File: src/rtl/ring_fifo_if.sv
// ring_fifo_if: producer/consumer bundle for ring_fifo.
// The master modport is the user side, which drives push/pop/data_in.
// The slave modport is the FIFO side, which returns data and status.
interface ring_fifo_if #(
  parameter int DATA_W = 8,
  parameter int DEPTH  = 8
);
  localparam int CNT_W = $clog2(DEPTH) + 1;

  logic              push;
  logic [DATA_W-1:0] data_in;
  logic              pop;
  logic [DATA_W-1:0] data_out;
  logic              data_valid;
  logic [CNT_W-1:0]  count;
  logic              empty;
  logic              full;
  logic              almost_empty;
  logic              almost_full;
  logic              overflow;
  logic              underflow;

  modport master (
    output push, data_in, pop,
    input  data_out, data_valid, count, empty, full,
    input  almost_empty, almost_full, overflow, underflow
  );

  modport slave (
    input  push, data_in, pop,
    output data_out, data_valid, count, empty, full,
    output almost_empty, almost_full, overflow, underflow
  );
endinterface

File: src/rtl/ring_fifo.sv
// ring_fifo: single-clock circular FIFO with an exact occupancy count,
// almost-full/almost-empty thresholds and overflow/underflow pulses.
// Compile-time option RING_FIFO_OVERWRITE_EN: when it is defined, a push while
// full with no pop overwrites the oldest entry. When it is undefined, that push
// is dropped. Both builds pulse overflow for such a push.
module ring_fifo #(
  parameter int DATA_W   = 8,
  parameter int DEPTH    = 8,
  parameter int AF_LEVEL = DEPTH - 1,
  parameter int AE_LEVEL = 1
) (
  input  logic        clk,
  input  logic        reset,
  ring_fifo_if.slave  bus
);
  localparam int PTR_W = $clog2(DEPTH);
  localparam int CNT_W = PTR_W + 1;
  localparam logic [CNT_W-1:0] DEPTH_C = CNT_W'(DEPTH);
  localparam logic [CNT_W-1:0] AF_C    = CNT_W'(AF_LEVEL);
  localparam logic [CNT_W-1:0] AE_C    = CNT_W'(AE_LEVEL);

  // Storage is deliberately not reset. Reset only clears the pointers and count.
  logic [DATA_W-1:0] mem_q [DEPTH];

  logic [PTR_W-1:0]  wr_ptr_q, wr_ptr_d;
  logic [PTR_W-1:0]  rd_ptr_q, rd_ptr_d;
  logic [CNT_W-1:0]  count_q, count_d;
  logic [DATA_W-1:0] data_out_q, data_out_d;
  logic              data_valid_q, data_valid_d;
  logic              overflow_q, overflow_d;
  logic              underflow_q, underflow_d;
  logic              empty_q, empty_d;
  logic              full_q, full_d;
  logic              almost_empty_q, almost_empty_d;
  logic              almost_full_q, almost_full_d;

  logic              is_full_s;
  logic              is_empty_s;
  logic              pop_ok_s;
  logic              inc_s;
  logic              ovw_s;
  logic              mem_we_s;

  // Next-state decode: every decision uses the registered count at the edge.
  always_comb begin
    is_full_s   = (count_q == DEPTH_C);
    is_empty_s  = (count_q == {CNT_W{1'b0}});
    pop_ok_s    = bus.pop && !is_empty_s;
    underflow_d = bus.pop && is_empty_s;
    overflow_d  = bus.push && is_full_s && !bus.pop;
    // A push that adds an entry: room is free, or a same-cycle pop frees a slot.
    inc_s       = bus.push && (!is_full_s || bus.pop);
`ifdef RING_FIFO_OVERWRITE_EN
    ovw_s       = overflow_d;
`else
    ovw_s       = 1'b0;
`endif
    mem_we_s    = (inc_s || ovw_s) && !reset;

    if (inc_s || ovw_s) begin
      wr_ptr_d = wr_ptr_q + PTR_W'(1);
    end else begin
      wr_ptr_d = wr_ptr_q;
    end

    if (pop_ok_s || ovw_s) begin
      rd_ptr_d = rd_ptr_q + PTR_W'(1);
    end else begin
      rd_ptr_d = rd_ptr_q;
    end

    // The read takes the value before any same-cycle write to the same slot.
    if (pop_ok_s) begin
      data_out_d = mem_q[rd_ptr_q];
    end else begin
      data_out_d = data_out_q;
    end
    data_valid_d = pop_ok_s;

    // An overwrite leaves the count unchanged because it is neither an add nor a remove.
    case ({inc_s, pop_ok_s})
      2'b10:   count_d = count_q + CNT_W'(1);
      2'b01:   count_d = count_q - CNT_W'(1);
      default: count_d = count_q;
    endcase

    empty_d        = (count_d == {CNT_W{1'b0}});
    full_d         = (count_d == DEPTH_C);
    almost_empty_d = (count_d <= AE_C);
    almost_full_d  = (count_d >= AF_C);
  end

  // Control and status registers; reset takes priority over push and pop.
  always_ff @(posedge clk) begin
    if (reset) begin
      wr_ptr_q       <= {PTR_W{1'b0}};
      rd_ptr_q       <= {PTR_W{1'b0}};
      count_q        <= {CNT_W{1'b0}};
      data_out_q     <= {DATA_W{1'b0}};
      data_valid_q   <= 1'b0;
      overflow_q     <= 1'b0;
      underflow_q    <= 1'b0;
      empty_q        <= 1'b1;
      full_q         <= 1'b0;
      almost_empty_q <= 1'b1;
      almost_full_q  <= 1'b0;
    end else begin
      wr_ptr_q       <= wr_ptr_d;
      rd_ptr_q       <= rd_ptr_d;
      count_q        <= count_d;
      data_out_q     <= data_out_d;
      data_valid_q   <= data_valid_d;
      overflow_q     <= overflow_d;
      underflow_q    <= underflow_d;
      empty_q        <= empty_d;
      full_q         <= full_d;
      almost_empty_q <= almost_empty_d;
      almost_full_q  <= almost_full_d;
    end
  end

  // Storage write port; the write enable is already gated off during reset.
  always_ff @(posedge clk) begin
    if (mem_we_s) begin
      mem_q[wr_ptr_q] <= bus.data_in;
    end
  end

  assign bus.data_out     = data_out_q;
  assign bus.data_valid   = data_valid_q;
  assign bus.count        = count_q;
  assign bus.empty        = empty_q;
  assign bus.full         = full_q;
  assign bus.almost_empty = almost_empty_q;
  assign bus.almost_full  = almost_full_q;
  assign bus.overflow     = overflow_q;
  assign bus.underflow    = underflow_q;
endmodule
File: src/flat_wrapper.sv
// flat-port wrapper written by rule: the top's interface ports become plain ports
module ring_fifo_flat 
#(
  parameter int DATA_W   = 8,
  parameter int DEPTH    = 8,
  parameter int AF_LEVEL = DEPTH - 1,
  parameter int AE_LEVEL = 1
)
  (clk, reset, bus_push, bus_data_in, bus_pop, bus_data_out, bus_data_valid, bus_count, bus_empty, bus_full, bus_almost_empty, bus_almost_full, bus_overflow, bus_underflow);
  ring_fifo_if #(.DATA_W(DATA_W), .DEPTH(DEPTH)) bus_i ();
  input  logic clk;
  input  logic reset;
  input wire logic [$bits(bus_i.push)-1:0] bus_push;
  input wire logic [$bits(bus_i.data_in)-1:0] bus_data_in;
  input wire logic [$bits(bus_i.pop)-1:0] bus_pop;
  output wire logic [$bits(bus_i.data_out)-1:0] bus_data_out;
  output wire logic [$bits(bus_i.data_valid)-1:0] bus_data_valid;
  output wire logic [$bits(bus_i.count)-1:0] bus_count;
  output wire logic [$bits(bus_i.empty)-1:0] bus_empty;
  output wire logic [$bits(bus_i.full)-1:0] bus_full;
  output wire logic [$bits(bus_i.almost_empty)-1:0] bus_almost_empty;
  output wire logic [$bits(bus_i.almost_full)-1:0] bus_almost_full;
  output wire logic [$bits(bus_i.overflow)-1:0] bus_overflow;
  output wire logic [$bits(bus_i.underflow)-1:0] bus_underflow;
  assign bus_i.push = bus_push;
  assign bus_i.data_in = bus_data_in;
  assign bus_i.pop = bus_pop;
  assign bus_data_out = bus_i.data_out;
  assign bus_data_valid = bus_i.data_valid;
  assign bus_count = bus_i.count;
  assign bus_empty = bus_i.empty;
  assign bus_full = bus_i.full;
  assign bus_almost_empty = bus_i.almost_empty;
  assign bus_almost_full = bus_i.almost_full;
  assign bus_overflow = bus_i.overflow;
  assign bus_underflow = bus_i.underflow;
  ring_fifo #(.DATA_W(DATA_W), .DEPTH(DEPTH), .AF_LEVEL(AF_LEVEL), .AE_LEVEL(AE_LEVEL)) u_core (.clk(clk), .reset(reset), .bus(bus_i));
endmodule
File: config.mk
export PLATFORM = sky130hd
export DESIGN_NAME = ring_fifo_flat
export DESIGN_NICKNAME = d
export VERILOG_FILES = /design/src/rtl/ring_fifo_if.sv /design/src/rtl/ring_fifo.sv /design/src/flat_wrapper.sv
export SDC_FILE = /design/constraint.sdc
export NUM_CORES = 1
export LEC_CHECK = 0
export ABC_AREA = 0
export CORE_AREA = 2 2 94 96
export CTS_BUF_LIST = sky130_fd_sc_hd__clkbuf_2 sky130_fd_sc_hd__clkbuf_4 sky130_fd_sc_hd__clkbuf_8
export CTS_CLUSTER_SIZE = 28
export DETAILED_ROUTE_END_ITERATION = 8
export DIE_AREA = 0 0 96 98
export GPL_TIMING_DRIVEN = 0
export MAX_ROUTING_LAYER = met4
export SLEW_MARGIN = 10
export SYNTH_ARGS = -nofsm -noshare
export SYNTH_HDL_FRONTEND = slang
export SYNTH_SLANG_ARGS = --single-unit
File: constraint.sdc
create_clock -name clk -period 5.4 [get_ports clk]
set_input_delay 1.08 -clock clk [delete_from_list [all_inputs] [get_ports clk]]
set_output_delay 1.08 -clock clk [all_outputs]
set_load 0.01 [all_outputs]
==> results.ini, run 1 <==
[status]
status = completed

[placement]
portBuffers = 30
dp_hpwl_mm = 4.45
placed_cells = 369
gp_congestion = 0.823

[synthesis]
synth_compound_gate_area_share = 0.0496
muxShareOfSynthArea = 0.130
syn_inst = 231
async_flop_share = 0
synth_top_family_by_area = multiplexers
synth-edff-count = 64
netlist_area_sq_um = 3610
synth_fp_nets = 247
avgSynthCellArea_sq_um = 15.6
synth.distinct_cells = 41
synth-xor-area-share = 0.0194
seq_area_frac_synth = 0.672
yosys.area_share.simple = 0.0950
yosys-top-cells-area = edfxtp_1 53%, dfxtp_1 14%, mux4_2 10%
synthAdderAreaFrac = 0.0139
yosys.area.top_type = edfxtp_1
synth_seq_cells = 89
yosysTopAreaCellShare = 0.533
synth_ff_type = edfxtp_1
yosysWarnings = 0

[final_layout]
final_nets = 288
final_cells = 385
drive_gt1_frac = 0.188
syn2layout_area_growth_pct = 17.5
antenna_cells = 0

[floorplan]
start_util = 0.426
io_pins = 31
die_h_um = 98
core_area_sq_um = 8470
dieWidth_um = 96
rows = 34
die-area_sq_um = 9410

[cts]
cts_buffers = 9
cts_resized = 0
cts_hold_buf = 0
clk-insertion-delay-late_ps = 340
htreeDepth = 3
clock-root-buffer = clkbuf_8
post-cts-setup-buffers = 0
cts.clk_slew.worst_paths_ps = 100
cts.sinks = 89
cts_tree = yes
clockBufferDepth = 2

[grt]
antenna_found_initial = 0
grt_use_total = 0.160
grt_pass1_vias = 1973
grt_pass1_wl_mm = 10.7
grt_max_degree = 17
gr-total-overflow = 0

[timing]
period_needed_ps = 3570
tns_ps = 0
fin_skew_ps = 12.8
finalMaxSlewViolations = 0
finalHoldViolations = 0
rsz0062_at_grt = no
fmax_mhz = 280
tightest_slew_ps = 960
fin_crit_sh = 0.661
finalSetupViolCount = 0
maxSlewHeadroom = 0.358

[worst_setup_path]
cp_common_cell = a21oi_1
worstPathRequired_ps = 5680
crit_family = compound AO/OA/AOI/OAI gates
crit_arrival_ps = 3840
crit_buf_inv = 2
crit_type = input pin to register
cp-end-kind = register
cp-start-kind = input pin
worst-path-max-fanout = 10
worstPathCellList = clkdlybuf4s50_1 -> nand2b_1 -> o21ai_1 -> ha_1 -> clkbuf_1 -> a21oi_1 -> a221oi_1 -> a21oi_1 -> nor4b_2 -> nor3b_2
critPathMaxStageDelay_ps = 480
critPathSlowestCell = clkdlybuf4s50_1

[min_path]
hp-class = register to register

[flow_run]
cap_violations = 0

[power]
power_mw = 1.93
p_leak_nw = 1.37
power.density_nw_per_um2 = 456
ir_drop_mv = 0.196

[drt]
vias = 1989
drtPass1Iterations = 4
vias_per_cell = 5.17
ant_nets = 0
wl_per_cell_um = 17.8
drc_errors = 0
routed_wl_mm = 6.85
drt_iter0_markers = 86

## layout by cell type (no fill, tap or decap), types with 5 or more instances in the layout
| cell type | instances |
|---|---|
| nor2_1 | 28 |
| a211oi_1 | 8 |
| mux2i_1 | 11 |
| nand2_1 | 7 |
| dfxtp_1 | 25 |
| a21oi_1 | 6 |
| clkbuf_1 | 5 |
| mux4_2 | 16 |
| edfxtp_1 | 64 |
| clkbuf_8 | 10 |
| clkdlybuf4s50_1 | 30 |
| nand2b_1 | 5 |
## logic make-up after synthesis
family | after synthesis
flops | 89
buf+inv | 15
compound gates | 25
xor+xnor | 8
mux | 27
simple gates | 63
fa+ha+maj | 4
## stage by stage
step            util  area [sq um]  setup WS [ps]  hold slack [ps]
2_1_floorplan      -          3610           2390              520
3_3_place_gp   0.478          4040           1430              496
3_5_place_dp   0.479          4050           1480              496
4_1_cts        0.501          4240           1840              510
5_1_grt        0.501          4240           1600              527
6_report       0.501          4240           1830              505
## cell type report
type | instances | area [sq um]
Buffer | 13 | 65.1
Clock buffer | 11 | 145
Clock inverter | 5 | 41.3
Fill cell | 735 | 4230
Inverter | 2 | 7.51
Multi-Input combinational cell | 127 | 1120
Sequential cell | 89 | 2420
Tap cell | 108 | 135
Timing Repair Buffer | 30 | 300
## Yosys cell counts (4+ instances only)
master,instances
buf_2,4
mux2i_1,11
dfxtp_1,25
mux4_2,16
nor2_1,28
nand2_1,7
nand2b_1,5
edfxtp_1,64
a21oi_1,6
ha_1,4
a211oi_1,8
xnor2_1,4
clkbuf_1,5
xor2_1,4
## worst reg2reg max path, stage by stage, from the launching register on
cell and delay, ps:
dfxtp_1 330, buf_6 140, or4_4 520, and2_2 220, clkbuf_1 240, ha_1 350
clkbuf_1 370, inv_1 160, a221oi_1 290, a21oi_1 50, nor4b_2 190, a311o_1 290
## flip-flops by register name (all words and copies together), names as in the netlist
register	cells
u_core.mem_q	64
u_core.bus.data_out	8
u_core.bus.count	4
u_core.rd_ptr_q	3
u_core.wr_ptr_q	3
u_core.bus.almost_empty	1
u_core.bus.almost_full	1
u_core.bus.data_valid	1
u_core.bus.empty	1
u_core.bus.full	1
u_core.bus.overflow	1
u_core.bus.underflow	1
## power by group
part | switching [mW] | internal, mW
Combinational | 0.331 | 0.338
Sequential | 0.0369 | 0.800
Clock | 0.237 | 0.189
## worst paths after layout
kind                                        from                             endpoint  slack, ps  cells after the start
min reg2reg  u_core.bus.data_out[7]$_SDFFE_PP0P_  u_core.bus.data_out[7]$_SDFFE_PP0P_        510                      2
min          u_core.bus.data_out[7]$_SDFFE_PP0P_  u_core.bus.data_out[7]$_SDFFE_PP0P_        510                      2
max reg2reg       u_core.bus.count[1]$_SDFF_PP0_    u_core.bus.almost_full$_SDFF_PP0_       2140                     11
max                                      bus_pop           u_core.bus.full$_SDFF_PP0_       1830                     10
## layer usage
| metal | share of wire | up-vias | track usage |
|---|---|---|---|
| met1 | 0.49 | 982 | 0.229 |
| li1 | - | 967 | - |
| met2 | 0.47 | 35 | 0.237 |
| met4 | 0.0074 | 0 | 0.0462 |
| met5 | 0 | - | - |
| met3 | 0.031 | 5 | 0.0262 |
Power figures use the tool's default switching activity.
==> inputs of run 2 (changes only) <==
Clock period 5.4 ns to 3 ns, I/O delays scaled along.
==> results.ini, run 2 (synthesis results as in run 1) <==
[flow_run]
cap_violations = 0

[final_layout]
final_cell_mix = 64 x edfxtp_1, 30 x clkdlybuf4s50_1, 28 x nor2_1
fill_cells = 727
syn2layout_area_growth_pct = 18.4
final_cells = 384
final_nets = 287
drive_gt1_frac = 0.203
seqCellArea_sq_um = 2420
largest_reg_flops = 64
top_register = u_core.mem_q
layout_commonest_cell = edfxtp_1
multi_input_area_sq_um = 1160
antenna_cells = 0

[grt]
grt_pass1_wl_mm = 10.7
grt_pass1_vias = 1984
gr-total-overflow = 0
grt_max_degree = 17
grt_use_total = 0.160
antenna_found_initial = 0

[timing]
finalHoldViolations = 0
fin_crit_sh = 0.959
period_needed_ps = 2880
finalMaxSlewViolations = 0
fmax_mhz = 347
fin_hold_ws_ps = 507
tns_ps = 0
fin_skew_ps = 12.5
maxSlewHeadroom = 0.353
tightest_slew_ps = 967
finalSetupViolCount = 0
setup_ws_ps = 122
rsz0062_at_grt = no

[worst_setup_path]
crit_arrival_ps = 3110
cp-start-kind = register
r2r-end = u_core.bus.almost_full$_SDFF_PP0_
worst-path-max-fanout = 10
reg2reg_slack_ps = 120
crit_type = register to register
timing.rr.start = u_core.bus.count[1]$_SDFF_PP0_
r2r_cells = 10
cp-end-kind = register
worstPathRequired_ps = 3230

[power]
power.density_nw_per_um2 = 824
power_mw = 3.52
switching_share = 0.314
p_leak_nw = 1.37
p_seq_frac = 0.428
ir_drop_mv = 0.352
p_comb_frac = 0.354
p_sw_mw = 1.10
power_frac_clock = 0.218
power.internal_mw = 2.42

[drt]
drtPass1Iterations = 4
routed_wl_mm = 6.86
vias_per_cell = 5.21
vias = 1999
drt_iter0_markers = 66
ant_nets = 0
wl_per_cell_um = 17.9
drc_errors = 0

[placement]
placed_cells = 369
portBuffers = 30
gp_congestion = 0.823
dp_hpwl_mm = 4.45
post-place-ws_ps = -444

[cts]
cts_tree = yes
cts.sinks = 89
clockBufferDepth = 2
cts_buffers = 9
post-cts-setup-buffers = 0
cts.clk_slew.worst_paths_ps = 100
htreeDepth = 3
cts_hold_buf = 0
clock-root-buffer = clkbuf_8
clk-insertion-delay-late_ps = 340

[min_path]
hp-class = register to register
hp-start = u_core.bus.data_out[6]$_SDFFE_PP0P_
min_to = u_core.bus.data_out[6]$_SDFFE_PP0P_
worstHoldPathCells = 2

[floorplan]
io_pins = 31
start_util = 0.426
die_h_um = 98
rows = 34
dieWidth_um = 96
core_area_sq_um = 8470
die-area_sq_um = 9410

[status]
status = completed

## run 2: how the worst max path moves through the flow
stage                                        start                                 to  slack, ps  cells past startpoint
floorplan           u_core.bus.count[1]$_SDFF_PP0_  u_core.bus.almost_full$_SDFF_PP0_         60                     11
detailed placement                         bus_pop         u_core.bus.full$_SDFF_PP0_       -440                     10
global placement                           bus_pop       u_core.mem_q[0][7]$_DFFE_PP_       -490                      5
global route        u_core.bus.count[1]$_SDFF_PP0_         u_core.bus.full$_SDFF_PP0_          3                     10
CTS                 u_core.bus.count[1]$_SDFF_PP0_  u_core.bus.almost_full$_SDFF_PP0_          4                     10
finish              u_core.bus.count[1]$_SDFF_PP0_  u_core.bus.almost_full$_SDFF_PP0_        120                     10
## run 2: stage by stage
step                utilization  area (sq um)
floorplan                     -          3610
detailed placement        0.479          4050
CTS                       0.502          4250
finish                    0.504          4270
global placement          0.478          4040
global route              0.504          4270
## run 2: power by group through the flow
stage	registers, mW	clock network [mW]	logic [mW]
CTS	1.51	0.785	1.23
global route	1.52	0.832	1.37
finish	1.51	0.768	1.25
floorplan	1.57	0	0.796
global placement	1.53	0	1.21
detailed placement	1.54	0	1.21
## run 2: repair_timing
item	in CTS	in global routing
resized for setup	2	4
hold endpoints to repair	0	0
gates cloned	0	0
setup endpoints to repair	5	3
## run 2: cell type report
type                            instances  share of cell area
Tap cell                              108              0.0316
Buffer                                 12              0.0144
Clock buffer                           11              0.0340
Sequential cell                        89               0.567
Multi-Input combinational cell        127               0.271
Inverter                                2             0.00176
Timing Repair Buffer                   30              0.0703
Clock inverter                          5             0.00967
## run 2: routing by layer
layer | routed length, um | GRT usage
met5 | 0 | -
met4 | 51 | 0.0462
met3 | 264 | 0.0262
met2 | 3230 | 0.238
met1 | 3310 | 0.229
## run 2: critical path: stages (launching register included)
cell	delay (ps)
dfxtp_1	330
buf_6	140
or4_4	520
and2_2	220
clkbuf_1	260
ha_4	430
inv_1	90
a221oi_1	260
a21oi_1	70
nor4b_4	150
a311o_1	290
